## src/rtl/seq_mult_pkg.sv

```systemverilog
// Shared constants for the iterative shift-add multiplier.
// Build option: SEQ_MULT_SIGNED_EN selects two's-complement operands in seq_mult_32.
package seq_mult_pkg;

    localparam int unsigned WIDTH  = 32;
    localparam int unsigned CTR_W  = $clog2(WIDTH) + 1;
    localparam int unsigned IDX_W  = $clog2(WIDTH);
    localparam int unsigned PROD_W = 2 * WIDTH;

    localparam logic [CTR_W-1:0] CTR_LAST = CTR_W'(WIDTH - 1);
    localparam logic [CTR_W-1:0] CTR_DONE = CTR_W'(WIDTH);

endpackage

```

## src/rtl/seq_mult_if.sv

```systemverilog
// Operand/result signals between the bus wrapper (master) and the multiplier (slave).
interface seq_mult_if;
    import seq_mult_pkg::*;

    logic [WIDTH-1:0]  a;
    logic [WIDTH-1:0]  b;
    logic [PROD_W-1:0] p;
    logic              rdy;

    modport master (output a, output b, input p, input rdy);
    modport slave  (input a, input b, output p, output rdy);

endinterface

```

## src/rtl/seq_mult_ctrl.sv

```systemverilog
// Step counter and result-valid flag: loads on reset, counts WIDTH steps, then holds in DONE.
module seq_mult_ctrl
    import seq_mult_pkg::*;
(
    input  logic             clk,
    input  logic             reset,
    output logic [CTR_W-1:0] ctr_o,
    output logic             busy_o,
    output logic             rdy_o
);

    logic [CTR_W-1:0] ctr_q, ctr_d;
    logic             rdy_q, rdy_d;
    logic             busy;

    assign busy = (ctr_q != CTR_DONE);

    always_comb begin
        ctr_d = ctr_q;
        rdy_d = rdy_q;
        if (reset) begin
            ctr_d = '0;
            rdy_d = 1'b0;
        end else if (busy) begin
            ctr_d = ctr_q + 1'b1;
            if (ctr_q == CTR_LAST) begin
                rdy_d = 1'b1;
            end
        end
    end

    always_ff @(posedge clk) begin
        ctr_q <= ctr_d;
        rdy_q <= rdy_d;
    end

    assign ctr_o  = ctr_q;
    assign busy_o = busy;
    assign rdy_o  = rdy_q;

endmodule

```

## src/rtl/seq_mult_32.sv

```systemverilog
// Iterative shift-add multiplier, one multiplier bit per clock; reset doubles as load/start.
// Build option: define SEQ_MULT_SIGNED_EN for a signed (two's-complement) product.
module seq_mult_32
    import seq_mult_pkg::*;
(
    input  logic        clk,
    input  logic        reset,
    seq_mult_if.slave   bus
);

    logic [PROD_W-1:0] mcand_q, mcand_d;
    logic [WIDTH-1:0]  mplr_q, mplr_d;
    logic [PROD_W-1:0] p_q, p_d;
    logic [PROD_W-1:0] mcand_ext;
    logic [PROD_W-1:0] addend;
    logic [CTR_W-1:0]  ctr;
    logic              busy;
    logic              rdy;
    logic              do_sub;

    seq_mult_ctrl u_ctrl (
        .clk    (clk),
        .reset  (reset),
        .ctr_o  (ctr),
        .busy_o (busy),
        .rdy_o  (rdy)
    );

`ifdef SEQ_MULT_SIGNED_EN
    assign mcand_ext = {{WIDTH{bus.a[WIDTH-1]}}, bus.a};
    // The multiplier's sign bit carries weight -2^(WIDTH-1), so its partial product is subtracted.
    assign do_sub    = (ctr == CTR_LAST);
`else
    assign mcand_ext = {{WIDTH{1'b0}}, bus.a};
    assign do_sub    = 1'b0;
`endif

    assign addend = mcand_q << ctr;

    always_comb begin
        mcand_d = mcand_q;
        mplr_d  = mplr_q;
        p_d     = p_q;
        if (reset) begin
            mcand_d = mcand_ext;
            mplr_d  = bus.b;
            p_d     = '0;
        end else if (busy && mplr_q[ctr[IDX_W-1:0]]) begin
            p_d = do_sub ? (p_q - addend) : (p_q + addend);
        end
    end

    always_ff @(posedge clk) begin
        mcand_q <= mcand_d;
        mplr_q  <= mplr_d;
        p_q     <= p_d;
    end

    assign bus.p   = p_q;
    assign bus.rdy = rdy;

endmodule

```

## src/flat_wrapper.sv

```systemverilog
// flat-port wrapper written by rule: the top's interface ports become plain ports
module seq_mult_32_flat import seq_mult_pkg::*;
  (clk, reset, bus_a, bus_b, bus_p, bus_rdy);
  seq_mult_if bus_i ();
  input  logic clk;
  input  logic reset;
  input wire logic [$bits(bus_i.a)-1:0] bus_a;
  input wire logic [$bits(bus_i.b)-1:0] bus_b;
  output wire logic [$bits(bus_i.p)-1:0] bus_p;
  output wire logic [$bits(bus_i.rdy)-1:0] bus_rdy;
  assign bus_i.a = bus_a;
  assign bus_i.b = bus_b;
  assign bus_p = bus_i.p;
  assign bus_rdy = bus_i.rdy;
  seq_mult_32 u_core (.clk(clk), .reset(reset), .bus(bus_i));
endmodule
```

## config.mk

```make
export PLATFORM = sky130hd
export DESIGN_NAME = seq_mult_32_flat
export DESIGN_NICKNAME = d
export VERILOG_FILES = /design/src/rtl/seq_mult_pkg.sv /design/src/rtl/seq_mult_if.sv /design/src/rtl/seq_mult_ctrl.sv /design/src/rtl/seq_mult_32.sv /design/src/flat_wrapper.sv
export SDC_FILE = /design/constraint.sdc
export NUM_CORES = 1
export LEC_CHECK = 0
export BUFFER_PORTS_ARGS = -buffer_cell sky130_fd_sc_hd__clkbuf_2
export CORE_UTILIZATION = 30
export DETAILED_ROUTE_END_ITERATION = 10
export SLEW_MARGIN = 20
export SYNTH_ARGS = -nofsm -noshare
export SYNTH_HDL_FRONTEND = slang
export SYNTH_SLANG_ARGS = --single-unit
```

## constraint.sdc

```tcl
create_clock -name clk -period 4.8 [get_ports clk]
set_clock_uncertainty 0.1 [all_clocks]
set_input_delay 0.96 -clock clk [delete_from_list [all_inputs] [get_ports clk]]
set_output_delay 0.96 -clock clk [all_outputs]
set_load 0.05 [all_outputs]
```

==> results.sh, run 1 <==
export IMPL_critPathBufInv=3
export IMPL_diodes=0
export IMPL_synth_area_leader_cell="edfxtp_1"
export IMPL_dp_hpwl_mm=27.3
export IMPL_grt_max_degree=99
export IMPL_p_per_area_nw_per_um2=471
export IMPL_synth_edf_count=64
export IMPL_grt_busiest_layer="met2"
export IMPL_clockBufferDepth=2
export IMPL_worstPathArrival_ns=4.75
export IMPL_finalCritPeriodShare_pct=94.4
export IMPL_status="completed"
export IMPL_postSynthAreaPerCell_sq_um=8.49
export IMPL_peakVddDrop_v=0.000331
export IMPL_vias_per_cell=5.38
export IMPL_finalInstanceArea_sq_um=12800
export IMPL_final_hold_viol_count=0
export IMPL_cts_tree="done"
export IMPL_gp_congestion=0.949
export IMPL_synthFlopType="dfxtp_1"
export IMPL_setup_viol=0
export IMPL_path_max_fanout=25
export IMPL_timing_slew_headroom_pct=29.6
export IMPL_combinationalPowerShare_pct=52.6
export IMPL_clock_sinks=135
export IMPL_worstSetupPathType="flop to flop"
export IMPL_leakage_nw=5.67
export IMPL_endpoint_kind="flop"
export IMPL_numPortBuffers=130
export IMPL_seq_power_share_pct=26.1
export IMPL_h_tree_depth=4
export IMPL_first_global_vias=9520
export IMPL_switchingPower_w=0.00274
export IMPL_io_pins=131
export IMPL_synthToLayoutAreaGrowth_pct=19.4
export IMPL_layout_drive_gt1_share_pct=22.0
export IMPL_cp_start_kind="flop"
export IMPL_wl_per_cell_microns=18.6
export IMPL_synth_nets=1398
export IMPL_slew_violations=0
export IMPL_maxCapViolCount=0
export IMPL_grt_remaining_overflow=0
export IMPL_antenna_found_initial=0
export IMPL_ys_seq_area_share_pct=31.1
export IMPL_placed_area_sq_um=12200
export IMPL_synth_distinct_cells=65
export IMPL_vias=10046
export IMPL_grt_use_total_pct=18.9
export IMPL_start_util_pct=30.8
export IMPL_worstSetupStartpoint="u_core.u_ctrl.ctr_o[1]"
export IMPL_ys_seq_elements=135
export IMPL_drtIter0Drc=733
export IMPL_post_cts_setup_buffers=0
export IMPL_first_pass_iters=5
export IMPL_period_needed_ns=4.53
export IMPL_synth_area_top_cells="edfxtp_1, dfxtp_1, ha_1, mux2i_1, a21oi_1"
export IMPL_hold_ws_ns=0.390
export IMPL_clock_power_share_pct=21.4
export IMPL_die_y_microns=191
export IMPL_switching_share_pct=45.3
export IMPL_cp_required_ns=5.01
export IMPL_fin_util_pct=36.8
export IMPL_synthCells=1266
export IMPL_drcViolationCount=0
export IMPL_r2r_start="u_core.u_ctrl.ctr_o[1]"
export IMPL_ys_async_sr_fraction_pct=0
export IMPL_hp_class="flop to flop"
export IMPL_fmax_mhz=221
export IMPL_fin_setup_tns_ns=0
export IMPL_path_cells="buf_12 -> mux2_2 -> nor2_1 -> a21oi_1 -> mux2_2 -> o21ai_0 -> buf_4 -> mux2i_1 -> and2_1 -> ha_2 -> nand2_1 -> o21bai_1 -> a31oi_1 -> o21a_1 -> o31ai_2 -> buf_4 -> a41o_1 -> nor3_2 -> nand3b_1 -> xnor2_1 -> nor2_1"
export IMPL_cp_top_family="compound AO/OA/AOI/OAI gates"
export IMPL_ant_nets=0
export IMPL_internal_power_w=0.00331
export IMPL_die_area_sq_um=36600
export IMPL_nets=1531
export IMPL_cts_buffers=17
export IMPL_cts_root_buf="clkbuf_16"
export IMPL_grt_pass1_wl_mm=52.9
export IMPL_ys_warnings_count=0
export IMPL_path_clk_slew_ns=0.06
export IMPL_netlist_area_leader_share_pct=17.9
export IMPL_die_x_microns=191
export IMPL_coreArea_sq_um=34900
export IMPL_grtUsageMet1_pct=24.9
export IMPL_grt_use_met2_pct=30.4
export IMPL_wl_mm=34.7
export IMPL_max_stage_delay_ns=0.42
export IMPL_met3_usage_pct=3.54
export IMPL_cpMaxStageDelayCell="ha_2"
export IMPL_synth_cell_area_sq_um=10700
export IMPL_fp_row_count=68
export IMPL_clk_insertion_delay_late_ns=0.45
export IMPL_grt_setup_unrepaired="false"
export IMPL_hp_start="u_core.bus.p[19]"
export IMPL_tightest_slew_ns=1.05
[final timing paths]
check | to | slack, ns | cells past startpoint
min | u_core.bus.p[19] | 0.39 | 2
max reg2reg | u_core.bus.p[63] | 0.27 | 21
max | u_core.bus.p[63] | 0.27 | 21
min reg2reg | u_core.bus.p[19] | 0.39 | 2
[state kept, by name, indices dropped and copies added, names as in the netlist]
register and cells:
u_core.mcand_q 32, u_core.bus.p 64, u_core.mplr_q 32, u_core.u_ctrl.rdy_o 1, u_core.u_ctrl.ctr_o 6
[synthesized netlist by cell type (28+ instances only)]
| library cell | n |
|---|---|
| dfxtp_1 | 71 |
| nand4_1 | 28 |
| o21ai_0 | 76 |
| clkbuf_1 | 69 |
| ha_1 | 65 |
| a21oi_1 | 122 |
| xnor2_1 | 40 |
| mux2i_1 | 74 |
| edfxtp_1 | 64 |
| nand2_1 | 108 |
| a21o_1 | 48 |
| nor2_1 | 151 |
[power by group through the flow]
| stage | combinational (W) | clock (W) | sequential (W) |
|---|---|---|---|
| after detailed placement | 0.00312 | 0 | 0.00161 |
| after floorplan | 0.00182 | 0 | 0.00199 |
| after global routing | 0.00345 | 0.00136 | 0.00160 |
| after CTS | 0.00313 | 0.00132 | 0.00158 |
| final | 0.00318 | 0.00129 | 0.00158 |
| after global placement | 0.00312 | 0 | 0.00161 |
[worst reg2reg max path, cell delays in order, from the launching register on]
cell and delay (ns):
dfxtp_2 0.35, buf_12 0.18, mux2_2 0.37, nor2_1 0.09, a21oi_1 0.08, mux2_2 0.33
o21ai_0 0.15, buf_4 0.16, mux2i_1 0.08, and2_1 0.23, ha_2 0.42, nand2_1 0.09
o21bai_1 0.22, a31oi_1 0.15, o21a_1 0.22, o31ai_2 0.24, buf_4 0.16, a41o_1 0.21
nor3_2 0.05, nand3b_1 0.26, xnor2_1 0.20, nor2_1 0.06
[cell type report]
class                           count  area [sq um]
Timing Repair Buffer              205          1260
Sequential cell                   135          3350
Fill cell                        3624         22000
Clock inverter                     14           141
Tap cell                          455           569
Inverter                           21          78.8
Multi-Input combinational cell   1019          7020
Clock buffer                       17           425
[through the flow]
step	cells	power, W	worst slack, ns
final	1866	0.00604	0.267
after CTS	1866	0.00604	0.0233
after global placement	1835	0.00472	0.105
after global routing	1866	0.00641	0.00884
after floorplan	1266	0.00381	0.0379
after detailed placement	1835	0.00472	0.103
[logic make-up (layout without fill, tap and decap cells)]
family | Yosys count | after routing | synth area share [%]
multiplexers | 120 | 120 | 13.4
buffers and inverters | 112 | 257 | 4.16
flip-flops | 135 | 135 | 31.1
XOR/XNOR | 62 | 62 | 5.05
adder cells (fa/ha/maj) | 66 | 66 | 7.75
AND/OR/NAND/NOR | 406 | 406 | 17.6
AO/OA/AOI/OAI | 365 | 365 | 20.9
[per-layer routing]
metal  wire length [microns]  up-vias  share of wire, %
met3                    2210       57               6.4
met4                    1050        0               3.0
met2                   15800      388                46
met1                   15600     4685                45
li1                        -     4916                 -
met5                       0        -                 0
[layout by cell type (no fill, tap or decap), drive strengths merged, types with 5 or more instances in the layout]
master,n
a31oi,12
nand2,108
mux4,16
xnor2,40
mux2i,74
a211oi,8
o21bai,13
and4,7
nor2b,15
clkinv,5
a21oi,122
nand2b,11
o22a,6
nor2,151
or2,7
and2,19
clkbuf,146
a21o,48
ha,65
and3,6
buf,76
nor3,12
inv,27
a22o,16
edfxtp,64
nand3,26
mux2,30
xor2,22
nor4,7
dfxtp,71
nand4,28
o22ai,19
o21ai,85
[what timing repair did]
action,CTS,global route
endpoints found under the setup margin,0,29
gates resized for setup,0,26
hold buffers,0,0
Note: power is estimated with default switching activity, not from simulation.
==> run 2, diff against run 1 <==
CELL_PAD_IN_SITES_DETAIL_PLACEMENT = 0   (was default)
CELL_PAD_IN_SITES_GLOBAL_PLACEMENT = 1   (was default)
PLACE_DENSITY_LB_ADDON = 0.1   (was default)
==> run 2 against run 1 <==
Fmax shrank 1.0%. Non-clock buffer count increased by 46. Power up 5.0%. Clock power up 7%. Worst setup slack got worse by 0.048 ns. Global-route usage up 2.0 points. Sequential share of layout area decreased by 0.90 points. Core utilization rose by 1.3 points. Worst hold slack improved by 0.0096 ns. Critical path depth fell by 4. Register-to-register slack got worse by 0.05 ns.
==> results.sh, run 2 (synthesized netlist as in run 1, its figures left out) <==
export IMPL_status="completed"
export IMPL_first_global_vias=9841
export IMPL_fin_setup_tns_ns=0
export IMPL_first_pass_iters=5
export IMPL_finalCritPeriodShare_pct=95.4
export IMPL_crit_top_cell="a21oi_1"
export IMPL_final_hold_viol_count=0
export IMPL_final_cells=1913
export IMPL_cts_tree="done"
export IMPL_drcViolationCount=0
export IMPL_period_needed_ns=4.58
export IMPL_grt_pass1_wl_mm=57.5
export IMPL_fmax_mhz=218
export IMPL_cts_root_buf="clkbuf_16"
export IMPL_timing_slew_headroom_pct=45.1
export IMPL_nets=1577
export IMPL_finalInstanceArea_sq_um=13300
export IMPL_h_tree_depth=4
export IMPL_fillCellCount=3668
export IMPL_cpMaxStageDelayCell="mux4_2"
export IMPL_hp_start="u_core.bus.p[19]"
export IMPL_endpoint_kind="flop"
export IMPL_slew_violations=0
export IMPL_worstPathArrival_ns=4.87
export IMPL_grt_use_total_pct=20.9
export IMPL_p_per_area_nw_per_um2=477
export IMPL_post_cts_setup_buffers=0
export IMPL_hold_ws_ns=0.399
export IMPL_vias_per_cell=5.23
export IMPL_largest_reg_flops=64
export IMPL_clock_sinks=135
export IMPL_cts_hold_buf=0
export IMPL_drtIter0Drc=680
export IMPL_critPathBufInv=1
export IMPL_synthToLayoutAreaGrowth_pct=23.8
export IMPL_leakage_nw=5.89
export IMPL_die_y_microns=191
export IMPL_io_pins=131
export IMPL_layout_common_cells="nor2_1, clkbuf_2, a21oi_1, buf_4, nand2_1"
export IMPL_peakVddDrop_v=0.000279
export IMPL_numPortBuffers=130
export IMPL_reg2reg_to="u_core.bus.p[62]"
export IMPL_hp_class="flop to flop"
export IMPL_layout_drive_gt1_share_pct=25.6
export IMPL_path_cells="buf_4 -> mux2i_1 -> mux4_2 -> or2_2 -> mux2i_2 -> and2_1 -> ha_2 -> and3_2 -> a211o_1 -> a21oi_1 -> a311oi_1 -> a21oi_1 -> o21ai_1 -> a21oi_1 -> o21ai_1 -> a211o_1 -> o211ai_1"
export IMPL_antenna_found_initial=0
export IMPL_grt_max_degree=90
export IMPL_diodes=0
export IMPL_reg2reg_depth=17
export IMPL_dpl_cell_count=1881
export IMPL_maxCapViolCount=0
export IMPL_max_stage_delay_ns=0.50
export IMPL_setup_viol=0
export IMPL_clockBufferDepth=2
export IMPL_crit_cells=17
export IMPL_worstSetupPathType="flop to flop"
export IMPL_crit_end="u_core.bus.p[62]"
export IMPL_die_x_microns=191
export IMPL_start_util_pct=30.8
export IMPL_holdPathStages=2
export IMPL_worstSetupStartpoint="u_core.u_ctrl.ctr_o[1]"
export IMPL_dp_hpwl_mm=30.2
export IMPL_cp_required_ns=5.09
export IMPL_grt_remaining_overflow=0
export IMPL_clk_insertion_delay_late_ns=0.46
export IMPL_regToRegSetupSlack_ns=0.22
export IMPL_wl_mm=37.4
export IMPL_path_clk_slew_ns=0.07
export IMPL_ant_nets=0
export IMPL_cp_top_family="compound AO/OA/AOI/OAI gates"
export IMPL_tightest_slew_ns=0.822
export IMPL_gp_congestion=0.894
export IMPL_wl_per_cell_microns=19.5
export IMPL_grt_setup_unrepaired="true"
export IMPL_vias=10005
export IMPL_cp_start_kind="flop"
export IMPL_coreArea_sq_um=34900
export IMPL_seqCellArea_sq_um=3350
export IMPL_path_max_fanout=8
export IMPL_placed_area_sq_um=12600
export IMPL_cts_buffers=17
export IMPL_multiInputGateArea_sq_um=7090
export IMPL_fp_row_count=68
export IMPL_die_area_sq_um=36600
export IMPL_layout_commonest_cell="nor2_1"
export IMPL_r2r_start="u_core.u_ctrl.ctr_o[1]"
[run 2: final cells by class]
class                   instances  area share [%]
inverters                      21           0.592
flip-flops and latches        135            25.2
multi-input cells            1019            53.3
clock inverters                14            1.24
well taps                     455            4.28
repair buffers                251            12.2
clock buffers                  18            3.23
[run 2: routing by layer]
metal	part of all wire [%]	global-route usage, %
met5	0	0
met4	2.0	6.65
met3	4.1	3.38
met2	46	33.6
met1	48	28.3
[run 2: worst min path at each step]
stage,endpoint
floorplan,u_core.u_ctrl.rdy_o
global placement,u_core.bus.p[19]
detailed placement,u_core.bus.p[19]
CTS,u_core.bus.p[19]
global route,u_core.bus.p[19]
finish,u_core.bus.p[19]
[run 2: per-stage QoR]
stage / total power (W) / utilization [%] / setup WS [ns]
after floorplan: 0.00381 / - / 0.0379
after global placement: 0.00495 / 36.1 / -0.167
after detailed placement: 0.00493 / 36.1 / -0.179
after CTS: 0.00634 / 37.8 / 0.0141
after global routing: 0.00675 / 38.1 / -0.00997
final: 0.00635 / 38.1 / 0.219
[run 2: power breakdown]
part | switching, W | internal, W | total (W)
clock network | 0.000597 | 0.000779 | 0.00138
registers | 0.000184 | 0.00139 | 0.00158
logic | 0.00208 | 0.00132 | 0.00339
total | 0.00286 | 0.00349 | 0.00635
[run 2: timing repair]
item | 4_1_cts | 5_1_grt
gates cloned | 0 | 0
setup endpoints to repair | 18 | 32
pin swaps | 0 | 0
gates resized for setup | 3 | 42
[run 2: worst min-delay path: stages (launching register included)]
cell     delay, ns
dfxtp_1       0.34
nand2_1       0.06
a21oi_1       0.05
==> run 3, diff against run 2 <==
REMOVE_ABC_BUFFERS = 1   (was default)
SETUP_SLACK_MARGIN = 0.4   (was default)
==> run 3 against run 2 <==
Combinational power rose by 13%. Power rose by 6.6%. Largest cell class unchanged. Die area did not move. Wire length rose by 0.60%. Final cell count rose by 1.3%. Worst hold slack got worse by 0.0087 ns. Core utilization rose by 3.1 points.
==> results.sh, run 3 (synthesized netlist as in run 1, its figures left out) <==
export IMPL_worstSetupPathType="flop to flop"
export IMPL_fp_row_count=68
export IMPL_hp_class="flop to flop"
export IMPL_largest_reg_flops=64
export IMPL_hp_start="u_core.u_ctrl.rdy_o"
export IMPL_antenna_found_initial=0
export IMPL_path_cells="buf_4 -> buf_4 -> mux2i_1 -> a21oi_1 -> mux2_2 -> nor2_1 -> a21o_1 -> buf_4 -> o21ai_0 -> ha_2 -> a21o_1 -> a21o_1 -> a21oi_1 -> nand4_1 -> o22ai_4 -> o221ai_2 -> xnor2_1 -> a22o_1"
export IMPL_vias=9999
export IMPL_regToRegSetupSlack_ns=0.50
export IMPL_tightest_slew_ns=0.749
export IMPL_drtIter0Drc=512
export IMPL_hold_ws_ns=0.391
export IMPL_clock_sinks=135
export IMPL_fmax_mhz=233
export IMPL_h_tree_depth=4
export IMPL_dp_hpwl_mm=29.3
export IMPL_grt_setup_unrepaired="true"
export IMPL_timing_slew_headroom_pct=50.0
export IMPL_cp_required_ns=5.04
export IMPL_reg2reg_to="u_core.bus.p[57]"
export IMPL_clk_insertion_delay_late_ns=0.46
export IMPL_clockBufferDepth=2
export IMPL_coreArea_sq_um=34900
export IMPL_cp_start_kind="flop"
export IMPL_fin_ws_ns=0.504
export IMPL_layout_commonest_cell="nor2_1"
export IMPL_numPortBuffers=130
export IMPL_cts_tree="done"
export IMPL_grt_use_total_pct=20.7
export IMPL_layout_drive_gt1_share_pct=35.8
export IMPL_drcViolationCount=0
export IMPL_layout_common_cells="nor2_1, buf_4, clkbuf_2, nand2_1, a21oi_1"
export IMPL_cpMaxStageDelayCell="ha_2"
export IMPL_wl_mm=37.6
export IMPL_first_global_vias=9724
export IMPL_finalCritPeriodShare_pct=89.5
export IMPL_final_hold_viol_count=0
export IMPL_endpoint_kind="flop"
export IMPL_ant_nets=0
export IMPL_power_w=0.00676
export IMPL_slew_violations=0
export IMPL_peakVddDrop_v=0.000342
export IMPL_gp_congestion=0.886
export IMPL_period_needed_ns=4.30
export IMPL_r2r_start="u_core.u_ctrl.ctr_o[1]"
export IMPL_status="completed"
export IMPL_post_place_ws_ns=-0.214
export IMPL_first_pass_iters=5
export IMPL_leakage_nw=6.18
export IMPL_maxCapViolCount=0
export IMPL_setup_viol=0
export IMPL_path_max_fanout=7
export IMPL_max_stage_delay_ns=0.44
export IMPL_wl_per_cell_microns=19.4
export IMPL_vias_per_cell=5.16
export IMPL_start_util_pct=30.8
export IMPL_cts_buffers=17
export IMPL_nets=1602
export IMPL_cts_root_buf="clkbuf_16"
export IMPL_p_per_area_nw_per_um2=470
export IMPL_grt_max_degree=98
export IMPL_die_area_sq_um=36600
export IMPL_cts_hold_buf=0
export IMPL_grt_pass1_wl_mm=57.2
export IMPL_diodes=0
export IMPL_die_x_microns=191
export IMPL_synthToLayoutAreaGrowth_pct=34.0
export IMPL_grt_remaining_overflow=0
export IMPL_hold_end="u_core.u_ctrl.rdy_o"
export IMPL_holdPathStages=2
export IMPL_path_clk_slew_ns=0.07
export IMPL_worstPathArrival_ns=4.54
export IMPL_reg2reg_depth=18
export IMPL_io_pins=131
export IMPL_die_y_microns=191
[run 3: changes by cell type in the layout (fill, tap and decap cells not counted), sizes merged]
cell    delta
bufinv     -2
clkinv     -2
buf       +22
clkbuf     +2
inv        +5
[run 3: worst max-delay path: cells and delay by family (launching register included)]
kind / cells / cell delay [ns]
xor+xnor: 1 / 0.15
mux: 2 / 0.35
simple gates: 2 / 0.26
compound gates: 9 / 2.07
buf+inv: 3 / 0.42
flops: 1 / 0.39
fa+ha+maj: 1 / 0.44
[run 3: how the worst max path moves through the flow]
stage / start / to / cells past startpoint
floorplan: u_core.u_ctrl.ctr_o[1] / u_core.bus.p[33] / 6
global placement: u_core.u_ctrl.ctr_o[1] / u_core.bus.p[60] / 19
detailed placement: u_core.u_ctrl.ctr_o[1] / u_core.bus.p[60] / 19
CTS: u_core.u_ctrl.ctr_o[1] / u_core.bus.p[45] / 21
global route: u_core.u_ctrl.ctr_o[1] / u_core.bus.p[61] / 22
finish: u_core.u_ctrl.ctr_o[1] / u_core.bus.p[57] / 18
[run 3: per-stage QoR]
step | util [%] | cells | instance area (sq um) | TNS, ns
after floorplan | - | 1175 | 10400 | -14.20
after global placement | 35.6 | 1864 | 12400 | -0.773
after detailed placement | 35.6 | 1864 | 12400 | -0.515
after CTS | 38.8 | 1909 | 13500 | 0
after global routing | 41.3 | 1938 | 14400 | 0
final | 41.3 | 1938 | 14400 | 0
[run 3: area by class of cell]
cell class,count,area [sq um]
multi-input combinational,1019,7940
tap,455,569
clock buffer,17,425
clock inverter,15,153
timing repair buffer,276,1880
fill,3593,20500
sequential,135,3350
inverter,21,81.3
[run 3: power breakdown]
part           switching (W)  total (W)  leakage [nW]  internal, W
registers           0.000216    0.00161          1.21      0.00139
logic                0.00222    0.00383          4.69      0.00160
clock network       0.000630    0.00133         0.283     0.000695
total                0.00307    0.00676          6.18      0.00369
[run 3: what timing repair did]
action                                  4_1_cts  5_1_grt
setup buffers                                12       26
endpoints found under the hold margin         0        0
cloned                                        1        3
resized for setup                           104      145
pin swaps                                    19       56
endpoints found under the setup margin       32       41
[run 3: routing by layer]
metal	share of wire, %	global-route usage (%)
met1	49	28.7
met3	3.2	3.58
met5	0	0
met4	1.7	5.77
met2	46	32.9
